[config.mk]
export PLATFORM = sky130hd
export DESIGN_NAME = input_conditioner
export DESIGN_NICKNAME = d
export VERILOG_FILES = /design/src/rtl/input_pkg.sv /design/src/rtl/input_conditioner_debounce_ch.sv /design/src/rtl/input_conditioner.sv
export SDC_FILE = /design/constraint.sdc
export NUM_CORES = 1
export LEC_CHECK = 0
export ABC_CLOCK_PERIOD_IN_PS = 1500
export CAP_MARGIN = 20
export CORE_MARGIN = 3
export CORE_UTILIZATION = 51
export DETAILED_ROUTE_END_ITERATION = 16
export PLACE_DENSITY = 0.84
export SYNTH_ARGS = -nofsm -noshare
export SYNTH_HDL_FRONTEND = slang
export SYNTH_HIERARCHICAL = 1
export SYNTH_SLANG_ARGS = --single-unit
[constraint.sdc]
create_clock -name clk -period 1.5 [get_ports clk]
set_clock_uncertainty 0.1 [all_clocks]
set_input_delay 0.15 -clock clk [delete_from_list [all_inputs] [get_ports clk]]
set_output_delay 0.15 -clock clk [all_outputs]
set_load 0.05 [all_outputs]
[src/rtl/input_pkg.sv]
// -----------------------------------------------------------------------------
// input_pkg
//   Shared definitions for the push-button input conditioner.
//   - ch_e                    : channel index used to address the per-channel
//                               vectors in the top level (C, S, V).
//   - N_CH                    : number of conditioned channels.
//   - DEBOUNCE_CYCLES_DEFAULT : default debounce qualification length, in
//                               synchronised clock cycles.
// -----------------------------------------------------------------------------
package input_pkg;

  // Channel index; the numeric values are the bit positions in the
  // per-channel vectors of the top level.
  typedef enum logic [1:0] {
    CH_C = 2'd0,
    CH_S = 2'd1,
    CH_V = 2'd2
  } ch_e;

  localparam int N_CH = 3;

  localparam int DEBOUNCE_CYCLES_DEFAULT = 16;

endpackage : input_pkg

[src/rtl/input_conditioner_debounce_ch.sv]
// -----------------------------------------------------------------------------
// debounce_ch
//   One push-button channel: 2-flop synchroniser, consecutive-cycle debounce
//   filter and press-edge (0->1) pulse generator.
//
//   Parameters
//     DEBOUNCE_CYCLES : consecutive synchronised cycles of disagreement with
//                       the current level needed before a change is accepted
//                       (2..65535).
//
//   Ports
//     clk   in  1  system clock, rising edge
//     rst   in  1  synchronous active-high reset
//     raw   in  1  raw asynchronous button input
//     level out 1  debounced level (registered)
//     press out 1  one-cycle pulse when level is accepted 0->1 (registered)
// -----------------------------------------------------------------------------
module debounce_ch
  import input_pkg::*;
#(
  parameter int DEBOUNCE_CYCLES = DEBOUNCE_CYCLES_DEFAULT
) (
  input  logic clk,
  input  logic rst,
  input  logic raw,
  output logic level,
  output logic press
);

  // Counter only has to reach DEBOUNCE_CYCLES-1, so $clog2 bits suffice.
  localparam int CNT_W = $clog2(DEBOUNCE_CYCLES);
  localparam logic [CNT_W-1:0] CNT_LAST = CNT_W'(DEBOUNCE_CYCLES - 1);
  localparam logic [CNT_W-1:0] CNT_ZERO = {CNT_W{1'b0}};
  localparam logic [CNT_W-1:0] CNT_ONE  = CNT_W'(1);

  // Reject an out-of-range debounce length at elaboration time.
  generate
    if ((DEBOUNCE_CYCLES < 2) || (DEBOUNCE_CYCLES > 65535)) begin : g_bad_param
      $error("debounce_ch: DEBOUNCE_CYCLES must be in 2..65535");
    end
  endgenerate

  logic             sync1_r;
  logic             sync2_r;
  logic             stable_r;
  logic [CNT_W-1:0] cnt_r;
  logic             pulse_r;

  logic             disagree_s;
  logic             at_limit_s;
  logic             stable_nxt_s;
  logic [CNT_W-1:0] cnt_nxt_s;
  logic             pulse_nxt_s;

  assign disagree_s = (sync2_r != stable_r);
  assign at_limit_s = (cnt_r == CNT_LAST);

  // Two-flop synchroniser; only sync2_r is used by the filter below.
  always_ff @(posedge clk) begin
    if (rst) begin
      sync1_r <= 1'b0;
      sync2_r <= 1'b0;
    end else begin
      sync1_r <= raw;
      sync2_r <= sync1_r;
    end
  end

  // Debounce next-state: any agreeing cycle restarts the count; the level
  // flips only on the cycle that completes a full disagreeing run.
  always_comb begin
    stable_nxt_s = stable_r;
    cnt_nxt_s    = CNT_ZERO;
    pulse_nxt_s  = 1'b0;
    if (!disagree_s) begin
      cnt_nxt_s = CNT_ZERO;
    end else if (at_limit_s) begin
      stable_nxt_s = sync2_r;
      cnt_nxt_s    = CNT_ZERO;
      // Pulse only for a rising acceptance, registered alongside the level
      // so both become visible in the same cycle.
      pulse_nxt_s  = sync2_r;
    end else begin
      cnt_nxt_s = cnt_r + CNT_ONE;
    end
  end

  // Debounce state and press pulse registers.
  always_ff @(posedge clk) begin
    if (rst) begin
      stable_r <= 1'b0;
      cnt_r    <= CNT_ZERO;
      pulse_r  <= 1'b0;
    end else begin
      stable_r <= stable_nxt_s;
      cnt_r    <= cnt_nxt_s;
      pulse_r  <= pulse_nxt_s;
    end
  end

  assign level = stable_r;
  assign press = pulse_r;

endmodule : debounce_ch

[src/rtl/input_conditioner.sv]
// -----------------------------------------------------------------------------
// input_conditioner
//   Front end for the controller state machine: conditions three raw,
//   bouncing push-buttons into debounced levels and one-cycle press pulses.
//   The three channels are identical and fully independent.
//
//   Parameters
//     DEBOUNCE_CYCLES : debounce qualification length (2..65535)
//
//   Ports
//     clk    in  1  system clock, rising edge
//     rst    in  1  synchronous active-high reset
//     C_RAW  in  1  raw coin button (asynchronous)
//     S_RAW  in  1  raw select button (asynchronous)
//     V_RAW  in  1  raw vend/confirm button (asynchronous)
//     C,S,V  out 1  debounced levels (registered)
//     C_P    out 1  one-cycle pulse on accepted 0->1 of C (registered)
//     S_P    out 1  one-cycle pulse on accepted 0->1 of S (registered)
//     V_P    out 1  one-cycle pulse on accepted 0->1 of V (registered)
// -----------------------------------------------------------------------------
module input_conditioner
  import input_pkg::*;
#(
  parameter int DEBOUNCE_CYCLES = DEBOUNCE_CYCLES_DEFAULT
) (
  input  logic clk,
  input  logic rst,
  input  logic C_RAW,
  input  logic S_RAW,
  input  logic V_RAW,
  output logic C,
  output logic S,
  output logic V,
  output logic C_P,
  output logic S_P,
  output logic V_P
);

  logic [N_CH-1:0] raw_s;
  logic [N_CH-1:0] level_s;
  logic [N_CH-1:0] press_s;

  assign raw_s[CH_C] = C_RAW;
  assign raw_s[CH_S] = S_RAW;
  assign raw_s[CH_V] = V_RAW;

  debounce_ch #(
    .DEBOUNCE_CYCLES (DEBOUNCE_CYCLES)
  ) u_ch_c (
    .clk   (clk),
    .rst   (rst),
    .raw   (raw_s[CH_C]),
    .level (level_s[CH_C]),
    .press (press_s[CH_C])
  );

  debounce_ch #(
    .DEBOUNCE_CYCLES (DEBOUNCE_CYCLES)
  ) u_ch_s (
    .clk   (clk),
    .rst   (rst),
    .raw   (raw_s[CH_S]),
    .level (level_s[CH_S]),
    .press (press_s[CH_S])
  );

  debounce_ch #(
    .DEBOUNCE_CYCLES (DEBOUNCE_CYCLES)
  ) u_ch_v (
    .clk   (clk),
    .rst   (rst),
    .raw   (raw_s[CH_V]),
    .level (level_s[CH_V]),
    .press (press_s[CH_V])
  );

  // Outputs are direct flop outputs of the channel instances.
  assign C   = level_s[CH_C];
  assign S   = level_s[CH_S];
  assign V   = level_s[CH_V];
  assign C_P = press_s[CH_C];
  assign S_P = press_s[CH_S];
  assign V_P = press_s[CH_V];

endmodule : input_conditioner

---- Yosys cells after proc, flatten, opt, wreduce, memory -nomap -nowiden ----
Index checks and enable logic that the tools add are counted.
storage, ports and cells
  flip-flop bits (word level) ............. 24
  bits of input ports ..................... 5
  output and inout port bits .............. 6
cells by class
  $add $sub $neg .......................... 3
  eq/ne operators ......................... 6
  bitwise logic cells ..................... 6
  reduce and logical (&&, ||, !) cells .... 9
operators with widths
  operator               count
  $reduce_or A3 Y1       6
  $add A4 B1 Y4 const B  3
  $eq A4 B4 Y1 const B   3
  $not A1 Y1             6
  $reduce_and A2 Y1      3
  $ne A1 B1 Y1           3

---- Logic depth before layout (Yosys ltp) ----
Gate-level depths: netlist (run 1).
  word-level depth ........................ 3
  depth in mapped cells ................... 4
  depth with buffers taken out ............ 4

---- Hierarchy ----
Netlist (run 1), hierarchy kept.
modules (own cells, without submodules)
  module       instances  cells each  area each (um^2)  sequential area each (um^2)
  debounce_ch  3          25          281.5             160.2

---- Least setup slack after synthesis (run 1) ----
OpenSTA, ideal clock, no wires.
  path kind ............................... reg2reg
  start point ............................. register u_ch_c.stable_r, in the netlist u_ch_c/level
  end point ............................... register u_ch_c.cnt_r[3]
  arrival time ............................ 1.074 ns
  required time ........................... 1.336 ns
  setup slack ............................. 0.261 ns
  cell stages (with the launch flop) ...... 4
  buffers on the path ..................... 0
  period minus slack after synthesis ...... 1.239 ns
  cell sequence ........................... dfxtp_1 > xor2_1 > nand3b_1 > nor2_1
on the way
  longest elaborated chain between the ends .. 3
RTL lines
  what                        line                                 text
  start: declaration          input_conditioner_debounce_ch.sv:45  logic stable_r;
  start signal: assignment    input_conditioner_debounce_ch.sv:95  stable_r <= stable_nxt_s;
  $ne A1 B1 Y1                input_conditioner_debounce_ch.sv:55  assign disagree_s = (sync2_r != stable_r);
  $not A1 Y1 (no line)        -
  $reduce_or A3 Y1 (no line)  -
  end signal: assignment      input_conditioner_debounce_ch.sv:96  cnt_r <= cnt_nxt_s;
  end: declaration            input_conditioner_debounce_ch.sv:46  logic [CNT_W-1:0] cnt_r;
Every way passes these cells.
A chain may end at the register's enable or synchronous reset.

---- Worst setup path in the final report (run 1) ----
  start point ............................. register u_ch_c.cnt_r[0]
  end point ............................... register u_ch_c.pulse_r, in the netlist u_ch_c/press
on the way
  longest elaborated chain between the ends .. 3
RTL lines
  what                        line                                 text
  $eq A4 B4 Y1                input_conditioner_debounce_ch.sv:56  assign at_limit_s = (cnt_r == CNT_LAST);
  $not A1 Y1 (no line)        -
  $reduce_or A3 Y1 (no line)  -
  end signal: assignment      input_conditioner_debounce_ch.sv:97  pulse_r <= pulse_nxt_s;
  end: declaration            input_conditioner_debounce_ch.sv:47  logic pulse_r;
Every way passes these cells.

==> results of run 1 <==
worst max-delay path, delay by kind of cell, from the launching register on:
kind                     cells  cell delay [ps]
flip-flops                   1              370
AND/OR/NAND/NOR              2              410
adder cells (fa/ha/maj)      1              210
synthesized netlist by cell type:
| cell type | n |
|---|---|
| dfxtp_1 | 24 |
| mux2i_1 | 3 |
| nor4b_1 | 3 |
| nand3b_1 | 3 |
| nand3_2 | 3 |
| nor2_1 | 12 |
| and3b_2 | 3 |
| xor2_1 | 9 |
| nand3_1 | 3 |
| nor2b_1 | 6 |
| inv_1 | 3 |
| ha_1 | 3 |
cell families after synthesis:
group | after synthesis | share of synthesized area [%]
AND/OR/NAND/NOR | 33 | 24.4
flip-flops | 24 | 56.9
XOR/XNOR | 9 | 9.33
buffers and inverters | 3 | 1.33
multiplexers | 3 | 3.56
adder cells (fa/ha/maj) | 3 | 4.44
sequential cells by signal (all words and copies together), names as in the netlist:
name            cells
u_ch_c/press        1
u_ch_v/sync2_r      1
u_ch_s/level        1
u_ch_v/level        1
u_ch_s/press        1
u_ch_v/sync1_r      1
u_ch_v/press        1
u_ch_c/sync1_r      1
u_ch_c/sync2_r      1
u_ch_c/level        1
u_ch_s/sync2_r      1
u_ch_s/sync1_r      1
u_ch_v/cnt_r        4
u_ch_s/cnt_r        4
u_ch_c/cnt_r        4
per-stage QoR:
stage          hold WS [ps]  setup slack, ps  cells  util, %
4_1_cts                 281              310    105     66.7
5_1_grt                 279              131    105     66.7
3_5_place_dp            325              235    102     65.3
3_3_place_gp            320              246    102     65.3
6_report                292              318    105     66.7
2_1_floorplan           122              261     75        -
report_power, final:
part | total [uW] | leakage (uW) | internal, uW | switching (uW)
Combinational | 33.2 | 0.000251 | 20.5 | 12.7
Sequential | 652 | 0.000195 | 647 | 5.01
Clock | 260 | 0.0000138 | 93.4 | 167
Total | 946 | 0.000460 | 761 | 185
cell type report:
cell class / count / area [um2] / area share, %
Sequential cell: 24 / 480 / 47.2
Multi-Input combinational cell: 48 / 353 / 34.7
Timing Repair Buffer: 11 / 130 / 12.8
Clock buffer: 3 / 22.5 / 2.21
Tap cell: 16 / 20.0 / 1.97
Inverter: 3 / 11.3 / 1.11
final timing paths:
kind / start / cells after the start / endpoint
setup / recovery: u_ch_c/cnt_r[0]$_SDFF_PP0_ / 3 / u_ch_c/press$_SDFF_PP0_
hold / removal: C_RAW / 2 / u_ch_c/sync1_r$_SDFF_PP0_
setup reg to reg: u_ch_c/cnt_r[0]$_SDFF_PP0_ / 3 / u_ch_c/press$_SDFF_PP0_
hold reg to reg: u_ch_s/sync1_r$_SDFF_PP0_ / 1 / u_ch_s/sync2_r$_SDFF_PP0_
routing by layer:
metal,routed length (um),GRT usage [%]
met1,500,13.9
met2,540,19.8
met3,52,4.69
met4,12,8.29
met5,0,0
==> flow_summary.toml, run 1 <==
[run_status]
status = "completed"

[global_routing]
grt.overflow.total = 0
grt_use_total_pct = 12.5
grt_pass1_vias = 496
grt_max_degree = 19
antenna_found_initial = 0
grt_pass1_wl_um = 1860

[timing]
period_share_pct = 78.8
tightestPinTransition_ps = 284
maxSlewHeadroom_pct = 80.8
finalSetupTns_ps = 0
slew_viol_final = 0
setup_viol = 0
fmax_mhz = 846
min_period_ps = 1180
finalHoldViolCount = 0
grt_setup_unrepaired = "no"

[critical_path]
cp_slowest_cell = "dfxtp_1"
worst_ep_required_time_ps = 1600
reg2reg_setup_slack_ps = 320
max_stage_delay_ps = 370
critical_path.max_fanout = 3
critical_path_arrival_ps = 1280
cp-end-kind = "flop"
crit_path_start_kind = "flop"
critPathKind = "reg -> reg"
path_cells = "ha_1 -> nand3_2 -> nor4b_1"

[clock_tree]
htree_levels = 1
cts_tree = "built"
cts_buffers = 3
cts.repair.resized = 0
cts_hold_buf = 0
worstSkewPairLatency_ps = 300
cts_buffer_depth = 2
post-cts-setup-buffer-count = 0
cts.sink_count = 24
cts_root_buf = "clkbuf_4"
worst_setup_hold_path_clk_slew_ps = 120

[route]
vias = 530
wl_per_cell_um = 10.5
drc_errors = 0
vias_per_cell = 5.05
drt_iter0_markers = 8
drt_pass1_iterations = 4
ant_nets = 0
totalWireLength_um = 1110

[floorplan]
core_area_mm2 = 0.00152
die_w_um = 46.7
die_h_um = 46.7
io-pin-count = 11
initial_core_util_pct = 55.4
design.die.area_mm2 = 0.00218
core.rowCount = 14

[pwr]
power.density_mw_per_mm2 = 930
vdd_drop_max_uv = 540
leakagePower_uw = 0.000460
power.total_uw = 946

[finish]
finalNetCount = 99
nFillCells = 118
mostFrequentLayoutCells = "dfxtp_1 (24), nor2_1 (12), xor2_1 (9)"
layout_commonest_cell = "dfxtp_1"
fin_area_mm2 = 0.00102
area_growth_syn_to_layout_pct = 20.4
antenna_cells = 0
drive_above_1_share_pct = 18.0

[synth]
synth_area_leaders = "dfxtp_1 (57%), xor2_1 (9.3%), nor2_1 (5.3%)"
synth_largest_type_area_fraction_pct = 56.9
yosys_warnings = 6
synth_cell_types = 12
syn_area_per_cell_um2 = 11.3
netlist_area_um2 = 845
yosys_register_bits = 24
mappedNetlistNets = 83
ys_seq_area_share_pct = 56.9
synth_top_area_cell = "dfxtp_1"
synth_cells = 75

[placement]
port_buffers = 10
hpwlAfterDp_um = 832
place_congestion = 0.703
placed_area_um2 = 995

[job]
cap_violations = 0

[hold_path]
hold_class = "in -> reg"
(Power assumes the default switching activity.)
==> run 2, diff against run 1 <==
Settings changed: ABC_CLOCK_PERIOD_IN_PS 1500 to 1090.
Clock period 1.5 ns to 1.09 ns, I/O delays scaled along.
==> run 2 against run 1 <==
Net effect:
- the flow now finishes with violations (setup timing)
- sequential share of layout area fell by 5.7 points
- flip-flop and latch count did not move
- largest cell class unchanged
- critical path type unchanged
- worst setup slack got worse by 340 ps
- clock power rose by 73%
- via count rose by 6.0%
- register-to-register slack got worse by 340 ps
- routed wire length rose by 27%
- cell count rose by 6.7%
==> flow_summary.toml, run 2 (synthesis gave the netlist of run 1 again) <==
[run_status]
status = "complete, but fails checks"
failed_checks = "setup timing"

[route]
drc_errors = 0
totalWireLength_um = 1410
drt_pass1_iterations = 4
drt_iter0_markers = 9
wl_per_cell_um = 12.6
ant_nets = 0
vias = 562
vias_per_cell = 5.02

[clock_tree]
cts_buffer_depth = 2
cts.sink_count = 24
worst_setup_hold_path_clk_slew_ps = 120
cts_tree = "built"
worstSkewPairLatency_ps = 310
cts_root_buf = "clkbuf_4"
htree_levels = 1
cts_buffers = 3

[finish]
stdcell_count = 112
reg.largest.list = "u_ch_c/cnt_r (4), u_ch_s/cnt_r (4), u_ch_v/cnt_r (4)"
area_growth_syn_to_layout_pct = 43.0
finalNetCount = 105
drive_above_1_share_pct = 41.7
layout_commonest_cell = "dfxtp_1"
antenna_cells = 0
fin_area_mm2 = 0.00121
mostFrequentLayoutCells = "dfxtp_1 (13), nor2_1 (12), xor2_1 (8), dfxtp_2 (8), buf_4 (7)"

[global_routing]
grt.overflow.total = 0
antenna_found_initial = 0
grt_max_degree = 15
grt_use_total_pct = 15.3
grt_pass1_wl_um = 2210
grt_pass1_vias = 500

[timing]
finalSetupTns_ps = -18.7
maxSlewHeadroom_pct = 85.4
setup_viol = 1
fmax_mhz = 902
grt_setup_unrepaired = "yes"
slew_viol_final = 0
setup_ws_ps = -18.7
tightestPinTransition_ps = 216
period_share_pct = 102
min_period_ps = 1110
whs_ps = 232
finalHoldViolCount = 0

[floorplan]
design.die.area_mm2 = 0.00218
die_h_um = 46.7
core_area_mm2 = 0.00152
initial_core_util_pct = 55.4
die_w_um = 46.7
io-pin-count = 11
core.rowCount = 14

[placement]
placed_area_mm2 = 0.00107
placedCellCount = 107
place_congestion = 0.682
port_buffers = 10
hpwlAfterDp_um = 957

[critical_path]
r2r-start = "u_ch_s/cnt_r[1]$_SDFF_PP0_"
worst-r2r-cell-count = 3
reg2reg_setup_slack_ps = -20
critPathKind = "reg -> reg"
worst_ep_required_time_ps = 1210
path_cells = "ha_4 -> xor2_1 -> and3b_2"
max_stage_delay_ps = 360
cp-end-kind = "flop"
crit_path_start_kind = "flop"
cp_top_family = "flip-flops"
cp_num_buf_inv = 0
critical_path.max_fanout = 2
cp_slowest_cell = "dfxtp_2"
critical_path_arrival_ps = 1220
r2r_end = "u_ch_s/cnt_r[2]$_SDFF_PP0_"

[hold_path]
hold_class = "in -> reg"
hold_depth = 2
hp-start = "V_RAW"
hold-path-endpoint = "u_ch_v/sync1_r$_SDFF_PP0_"

[pwr]
vdd_drop_max_uv = 981
power.density_mw_per_mm2 = 1160
power.total_uw = 1400
leakagePower_uw = 0.000504

[job]
cap_violations = 0
run 2: changes by cell type in the layout (fill, tap and decap cells not counted), moves of 2 or more:
cell	change
buf_12	+3
ha_1	-3
nor4b_2	+2
dfxtp_4	+3
nand3_2	-2
dfxtp_1	-11
ha_4	+3
buf_4	+3
nor4b_1	-2
dfxtp_2	+8
nand3_4	+2
run 2: how the worst max path moves through the flow:
stage / to / depth (start not counted) / start
final: u_ch_s/cnt_r[2]$_SDFF_PP0_ / 3 / u_ch_s/cnt_r[1]$_SDFF_PP0_
after global placement: u_ch_v/cnt_r[3]$_SDFF_PP0_ / 4 / rst
after CTS: V / 1 / u_ch_v/level$_SDFFE_PP0P_
after global routing: u_ch_s/cnt_r[0]$_SDFF_PP0_ / 3 / u_ch_s/sync2_r$_SDFF_PP0_
after floorplan: u_ch_c/cnt_r[2]$_SDFF_PP0_ / 3 / u_ch_c/cnt_r[0]$_SDFF_PP0_
after detailed placement: u_ch_s/cnt_r[3]$_SDFF_PP0_ / 4 / rst
run 2: timing repair:
action                                  4_1_cts  5_1_grt
resized for setup                            13        9
hold buffers                                  0        0
endpoints found under the setup margin       17       20
pin swaps                                     1        7
buffers inserted                              0        1
run 2: routing by layer:
layer  part of all wire, %  vias to the layer above  GRT usage (%)  wire length (um)
li1                      -                      292              -                 -
met1                    46                      255           19.0               647
met2                    48                       11           21.7               679
met3                   3.4                        4           4.69                48
met4                   2.3                        0           11.6                32
met5                     0                        -              0                 0
run 2: layout make-up:
cell class                      instances  area, um2
Multi-Input combinational cell         48        425
Sequential cell                        24        502
Tap cell                               16       20.0
Timing Repair Buffer                   17        213
Fill cell                              88        317
Clock buffer                            4       36.3
Inverter                                3       11.3
run 2: per-stage QoR:
step	worst slack, ps	util (%)
after floorplan	5.76	-
after global placement	-90.6	70.4
after detailed placement	-117	70.4
after CTS	8.26	75.9
after global routing	-49.8	79.2
final	-18.7	79.2
run 2: report_power, final:
part	internal, uW	switching (uW)	total [uW]
clock network	204	245	449
logic	38.3	22.1	60.4
registers	883	8.69	892
total	1130	276	1400
run 2: worst register-to-register path, stage by stage, from the launching register on:
cell and delay (ps):
dfxtp_2 360, ha_4 170, xor2_1 170, and3b_2 210
==> variant (settings of run 2) <==
Reset style: asynchronous (`rst`), changed in 2 clocked blocks. Comments in the files are not updated.
--- a/src/rtl/input_conditioner_debounce_ch.sv
+++ b/src/rtl/input_conditioner_debounce_ch.sv
@@ -56,7 +56,7 @@
   assign at_limit_s = (cnt_r == CNT_LAST);
 
   // Two-flop synchroniser; only sync2_r is used by the filter below.
-  always_ff @(posedge clk) begin
+  always_ff @(posedge clk or posedge rst) begin
     if (rst) begin
       sync1_r <= 1'b0;
       sync2_r <= 1'b0;
@@ -86,7 +86,7 @@
   end
 
   // Debounce state and press pulse registers.
-  always_ff @(posedge clk) begin
+  always_ff @(posedge clk or posedge rst) begin
     if (rst) begin
       stable_r <= 1'b0;
       cnt_r    <= CNT_ZERO;
Function: no difference found for any inputs over 10 cycles, from zero or initial values and one cycle with rst high; that may be too few to reach the edited logic, so the function may still have changed.
==> variant against run 2 <==
The flow still finishes with violations (negative setup slack); worst setup slack got worse by 0.094 ns; wire length rose by 45%; via count increased by 5.9%; cell area up 15%; count of clock-buffer cells in the layout unchanged; synthesized area up 8.9%; sequential cell count unchanged; sequential share of layout area grew 1.9 points; largest cell class unchanged.
Power is not compared: it rests on default switching activity, and its combinational part moved more than twofold at a synthesized area within 25%.
==> variant: results (changes against run 2) <==
.. list-table::
   :header-rows: 1

   * - Metric
     - Value
   * - Post-cts resize count
     - 6 (was 13)
   * - Setup slack after placement
     - -0.0995 ns (was -0.117 ns)
   * - Violations in the final reports
     - negative setup slack (unchanged)
   * - Largest net degree at the start of global routing
     - 14 (was 15)
   * - Global routing usage summed across all routing layers
     - 15.9% (was 15.3%)
   * - Hold/Removal Path Class
     - in -> async (was in -> reg)
   * - Via count of the first global-routing pass
     - 634 (was 500)
   * - FFs w/ async S/R, synth
     - 100% (was 0%)
   * - Mean cell area of the mapped netlist
     - 14.6 µm² (was 11.3 µm²)
   * - Fin worst setup slack
     - -0.112 ns (was -0.0187 ns)
   * - NumNets Final
     - 98 (was 105)
   * - Area after detailed placement
     - 0.00121 mm² (was 0.00107 mm²)
   * - Flip-flop cell with the highest count after synthesis
     - dfrtp_1 (was dfxtp_1)
   * - Synth top cells by count
     - 24 x dfrtp_1, 6 x nor3b_1, 6 x xnor2_1 (was 24 x dfxtp_1, 12 x nor2_1, 9 x xor2_1)
   * - Highest net fanout along the worst path
     - 3 (was 2)
   * - Biggest area contributors in the synthesized netlist
     - dfrtp_1 65%, xnor2_1 5.7%, mux2_4 4.9% (was dfxtp_1 57%, xor2_1 9.3%, nor2_1 5.3%)
   * - Total instance count after detailed placement
     - 106 (was 107)
   * - Final-layout setup total negative slack
     - -1.08 ns (was -0.0187 ns)
   * - Fraction of layout instances using a drive strength above 1
     - 52.8% (was 41.7%)
   * - Drt via density
     - 5.27 (was 5.02)
   * - Final-report setup violation count
     - 18 (was 1)
   * - Post-detailed-placement half-perimeter wirelength
     - 1210 µm (was 957 µm)
   * - Sequential share of the synthesized area
     - 65.3% (was 56.9%)
   * - 1st-iter DRT viols
     - 11 (was 9)
   * - Transition time at the pin with the least slew margin
     - 0.322 ns (was 0.216 ns)
   * - Area Overhead vs Synth
     - 51.3% (was 43.0%)
   * - Status
     - finished with violations (unchanged)
==> variant: worst paths after layout <==
check	slack, ns	start	endpoint	depth (start not counted)
hold reg to reg	0.26	u_ch_s/sync1_r	u_ch_s/sync2_r	0
setup reg to reg	-0.11	u_ch_c/cnt_r[1]	u_ch_c/cnt_r[3]	3
max in group asynchronous	0.61	rst	u_ch_v/level	2
setup / recovery	-0.11	u_ch_c/cnt_r[1]	u_ch_c/cnt_r[3]	3
hold / removal	0.01	rst	u_ch_c/cnt_r[1]	2
min in group clk	0.13	S_RAW	u_ch_s/sync1_r	1
==> variant: logic make-up (layout without fill, tap and decap cells) <==
kind of cell / Yosys count / in the layout / share of synthesized area [%]
AO/OA/AOI/OAI: 9 / 9 / 7.35
multiplexers: 3 / 3 / 4.90
XOR/XNOR: 6 / 6 / 5.71
flip-flops: 24 / 24 / 65.3
adder cells (fa/ha/maj): 3 / 3 / 4.08
AND/OR/NAND/NOR: 15 / 15 / 11.4
buffers and inverters: 3 / 29 / 1.22
==> variant: area by class of cell <==
cell class	instances	share of cell area, %
Sequential cell	24	43.4
Tap cell	24	2.16
Inverter	3	0.809
Clock buffer	4	2.61
Multi-Input combinational cell	36	32.5
Timing Repair Buffer	22	18.5
==> variant: layer usage <==
metal,vias to the layer above,share of wire [%],global-route usage (%)
li1,279,-,-
met1,298,41,16.6
met2,16,56,29.4
met3,2,2.7,4.60
met4,0,0.93,7.11
met5,-,0,0
==> variant: report_power, final <==
group / internal [mW] / switching, mW
registers: 0.928 / 0.0482
logic: 0.112 / 0.0845
clock network: 0.204 / 0.258
==> variant: worst reg2reg max path: stages, from the launching register on <==
cell      delay [ns]
dfrtp_1         0.44
ha_4            0.19
a21o_1          0.18
a311oi_2        0.21
